File: src/rtl/sgf_left_normalizer.sv
// Iterative left-shift normalizer: strips leading zeros one bit per cycle.
// Optional exponent adjust when NORM_EXP_ADJ_EN is defined.
module sgf_left_normalizer #(
    parameter int W_Sgf = 23,
    parameter int W_Cnt = 5
`ifdef NORM_EXP_ADJ_EN
    ,
    parameter int W_Exp = 8
`endif
) (
    input  logic             clk,
    input  logic             rst,
    input  logic             start,
    input  logic [W_Sgf:0]   Sgf_In,
`ifdef NORM_EXP_ADJ_EN
    input  logic [W_Exp-1:0] Exp_In,
`endif
    output logic             busy,
    output logic             done,
    output logic [W_Sgf:0]   Sgf_Norm,
    output logic [W_Cnt-1:0] Shift_Count,
`ifdef NORM_EXP_ADJ_EN
    output logic             zero_flag,
    output logic [W_Exp-1:0] Exp_Out,
    output logic             exp_uf
`else
    output logic             zero_flag
`endif
);

    localparam logic [1:0] S_IDLE  = 2'd0;
    localparam logic [1:0] S_SHIFT = 2'd1;
    localparam logic [1:0] S_DONE  = 2'd2;

    logic [1:0]       r_state;
    logic [W_Sgf:0]   r_work;
    logic [W_Cnt-1:0] r_cnt;
    logic [W_Sgf:0]   r_norm;
    logic [W_Cnt-1:0] r_count;
    logic             r_zf;
    logic             w_in_zero;
    logic             w_accept;

    assign w_in_zero = (Sgf_In == '0);
    assign w_accept  = start && (r_state != S_SHIFT);

`ifdef NORM_EXP_ADJ_EN
    localparam int W_M = (W_Cnt > W_Exp) ? W_Cnt : W_Exp;

    logic [W_Exp-1:0] r_exp;
    logic [W_Exp-1:0] r_exp_out;
    logic             r_uf;
    logic [W_Exp-1:0] w_exp_sub;
    logic             w_uf;

    assign w_exp_sub = r_exp - W_Exp'(r_cnt);
    assign w_uf      = W_M'(r_cnt) > W_M'(r_exp);

    // Exponent capture at start and adjusted result when the shift finishes
    always_ff @(posedge clk) begin
        if (rst) begin
            r_exp     <= '0;
            r_exp_out <= '0;
            r_uf      <= 1'b0;
        end else if (w_accept) begin
            r_exp <= Exp_In;
            if (w_in_zero) begin
                r_exp_out <= '0;
                r_uf      <= 1'b0;
            end
        end else if (r_state == S_SHIFT && r_work[W_Sgf]) begin
            r_exp_out <= w_exp_sub;
            r_uf      <= w_uf;
        end
    end

    assign Exp_Out = r_exp_out;
    assign exp_uf  = r_uf;
`endif

    // Control FSM, working shifter and registered results
    always_ff @(posedge clk) begin
        if (rst) begin
            r_state <= S_IDLE;
            r_work  <= '0;
            r_cnt   <= '0;
            r_norm  <= '0;
            r_count <= '0;
            r_zf    <= 1'b0;
        end else begin
            case (r_state)
                S_IDLE, S_DONE: begin
                    if (start) begin
                        r_work <= Sgf_In;
                        r_cnt  <= '0;
                        r_zf   <= w_in_zero;
                        if (w_in_zero) begin
                            r_state <= S_DONE;
                            r_norm  <= '0;
                            r_count <= '0;
                        end else begin
                            r_state <= S_SHIFT;
                        end
                    end else begin
                        r_state <= S_IDLE;
                    end
                end
                S_SHIFT: begin
                    if (r_work[W_Sgf]) begin
                        r_state <= S_DONE;
                        r_norm  <= r_work;
                        r_count <= r_cnt;
                    end else begin
                        r_work <= r_work << 1;
                        r_cnt  <= r_cnt + 1'b1;
                    end
                end
                default: r_state <= S_IDLE;
            endcase
        end
    end

    assign busy        = (r_state == S_SHIFT);
    assign done        = (r_state == S_DONE);
    assign Sgf_Norm    = r_norm;
    assign Shift_Count = r_count;
    assign zero_flag   = r_zf;

endmodule

File: config.mk
export PLATFORM = sky130hd
export DESIGN_NAME = sgf_left_normalizer
export DESIGN_NICKNAME = d
export VERILOG_FILES = /design/src/rtl/sgf_left_normalizer.sv
export SDC_FILE = /design/constraint.sdc
export NUM_CORES = 1
export LEC_CHECK = 0
export CAP_MARGIN = 20
export CORE_AREA = 2 2 76 78
export CTS_CLUSTER_DIAMETER = 40
export CTS_CLUSTER_SIZE = 8
export DETAILED_ROUTE_END_ITERATION = 12
export DIE_AREA = 0 0 78 80
export HOLD_SLACK_MARGIN = 0.1
export PLACE_DENSITY = 0.87
export SETUP_SLACK_MARGIN = 0.1
export SLEW_MARGIN = 10
export SYNTH_ARGS = -nofsm -noshare
export SYNTH_HDL_FRONTEND = slang
export SYNTH_SLANG_ARGS = --single-unit
File: constraint.sdc
create_clock -name clk -period 2.05 [get_ports clk]
set_input_delay 0.41 -clock clk [delete_from_list [all_inputs] [get_ports clk]]
set_output_delay 0.41 -clock clk [all_outputs]
set_load 0.01 [all_outputs]
==> results.yml <==
setup_path:
  start_kind: "flip-flop"
  arrival_ps: 1470
  end_kind: "primary output"
  crit_type: "flip-flop to primary output"
  cp.required_ps: 1640
  crit_fanout: 4
floorplanning:
  num_rows: 27
  die_h_um: 80
  die_area_sq_um: 6240
  io_pins: 59
  start_util_pct: 47.4
  coreArea_sq_um: 5410
  fp.dieW_um: 78
sta:
  setup_viol: 0
  slew_headroom_pct: 73.0
  setup_tns_ps: 0
  period_minus_slack_ps: 1880
  grt_setup_unrepaired: "false"
  finalClockSkew_ps: 7.33
  fin_ws_ps: 170
  tightestPinTransition_ps: 405
  fin_crit_sh_pct: 91.7
  report.final.slew_viol_count: 0
  timing.fmax_mhz: 532
  finalHoldViolCount: 0
logic_synthesis:
  syn_area_sq_um: 2560
  syn-num-nets: 312
  synth_cell_types: 29
  synthArstFlopShare_pct: 0
  synth-edff-count: 0
  netlist_instances: 284
  synth_seq_cells: 61
  ys.flop_type: "dfxtp_1"
  ys_warn_count: 0
  yosysSeqAreaShare_pct: 47.7
  syn_avg_cell_area_sq_um: 9.02
clock_network:
  cts_buffers: 9
  cts_buffer_depth: 2
  cts-root-buf: "clkbuf_8"
  clk_latency_ps: 340
  cts_tree: "yes"
  htree_levels: 3
  clock-sinks: 61
  cts.clk_slew.worst_paths_ps: 60
  hold_buffers: 0
global_route:
  grt_usage_pct: 20.7
  antenna_found_initial: 0
  grt_pass1_vias: 2172
  gr-total-overflow: 0
  grt_start_max_net_pins: 38
  grt_pass1_wl_um: 9940
placement:
  io_buffers: 58
  place_congestion: 0.810
  hpwl_um: 4240
  place_area_sq_um: 3250
  post-place-ws_ps: -239
cells_and_area:
  stdcell_area_sq_um: 3440
  nets: 370
  syn2layout_area_growth_pct: 34.2
  layout_commonest_cell: "dfxtp_1"
  post_route_cells_drive_above_1_share_pct: 11.0
  final_util_pct: 63.6
  mostFrequentLayoutCells: "dfxtp_1, clkdlybuf4s50_1, inv_1, nand3b_1, a21oi_1"
  antennaDiodeCount: 0
job:
  drv_cap: 0
route:
  post-route-drc-count: 0
  avgRoutedWirePerCell_um: 14.9
  drt-pass1-iter-count: 5
  drt_iter0_markers: 191
  drt-vias-per-instance: 5.59
  totalWireLength_um: 6250
  vias: 2343
  ant_nets: 0
hold_path:
  hold_path_class: "flip-flop to flip-flop"
power_and_ir_drop:
  peakVddDrop_uv: 386
  p_clk_share_pct: 37.2
  switching_share_pct: 25.1
  internal_power_mw: 1.88
  power.share.combinational_pct: 12.2
  leakage_nw: 1.14
  seq_power_share_pct: 50.5
  power_density_nw_per_um2: 730
  p_switching_uw: 629
status:
  status: "completed"
worst max-delay path, cell delays in order (launching register included):
cell,delay [ps]
dfxtp_1,330
and2b_2,260
clkdlybuf4s50_1,550
flip-flops by register name, indices dropped and copies added (netlist names):
register	flops
Sgf_Norm	24
r_work	24
Shift_Count	5
r_cnt	5
r_state	2
zero_flag	1
Yosys cell counts (2+ instances only):
master	count	share of area, %
a22oi_1	22	6.4
inv_1	28	4.1
xnor2_1	3	1.0
nor2_1	3	0.44
o2111ai_1	2	0.68
nor2b_1	2	0.49
buf_6	2	0.88
dfxtp_1	61	48
nor3_1	7	1.4
o32ai_1	27	9.2
a21oi_1	28	5.5
clkbuf_1	18	2.6
nand3b_1	28	8.2
buf_2	7	1.4
nand2_1	28	4.1
nor4_1	5	1.2
layer usage:
layer | vias up | global-route usage, % | wire length, um
met5 | - | 0 | 0
met4 | 0 | 11.6 | 91
met3 | 12 | 4.86 | 325
met2 | 74 | 36.6 | 3270
met1 | 1098 | 22.7 | 2560
li1 | 1159 | - | -
power by group through the flow:
stage	clock network (mW)	logic, mW	registers (mW)
6_report	0.934	0.307	1.27
5_1_grt	1.02	0.334	1.27
4_1_cts	0.963	0.303	1.27
3_5_place_dp	0	0.301	1.29
3_3_place_gp	0	0.293	1.29
2_1_floorplan	0	0.169	1.28
area by class of cell:
class	count	area (sq um)
Clock buffer	15	166
Clock inverter	1	5.00
Fill cell	467	1970
Inverter	28	105
Multi-Input combinational cell	168	1130
Sequential cell	61	1220
Tap cell	72	90.1
Timing Repair Buffer	74	721
worst paths after layout:
check        cells after the start  slack (ps)                        end               startpoint
max                              2         170                       busy  r_state[1]$_SDFFE_PP0N_
max reg2reg                      5         650  Sgf_Norm[16]$_SDFFE_PP0P_  r_state[1]$_SDFFE_PP0N_
min reg2reg                      2         470    r_work[19]$_SDFFE_PP0P_  r_work[19]$_SDFFE_PP0P_
min                              2         470    r_work[19]$_SDFFE_PP0P_  r_work[19]$_SDFFE_PP0P_
stage by stage:
| step | power [mW] | hold WS (ps) | instances |
|---|---|---|---|
| floorplan | 1.45 | 449 | 284 |
| global placement | 1.58 | 458 | 402 |
| detailed placement | 1.59 | 463 | 402 |
| CTS | 2.53 | 471 | 418 |
| global route | 2.63 | 491 | 419 |
| finish | 2.51 | 474 | 419 |
kinds of logic after synthesis:
group                    after synthesis  share of synthesized area, %
AND/OR/NAND/NOR                       80                          18.3
buffers and inverters                 55                          8.99
adder cells (fa/ha/maj)                1                         0.488
AO/OA/AOI/OAI                         84                          23.5
flip-flops                            61                          47.7
XOR/XNOR                               3                          1.03
repair_timing:
item                       4_1_cts  5_1_grt
setup buffers                    0        1
gates resized for setup          1        2
cloned                           0        0
setup endpoints to repair        1       25
pin swaps                        0        1
(Power assumes the default switching activity.)
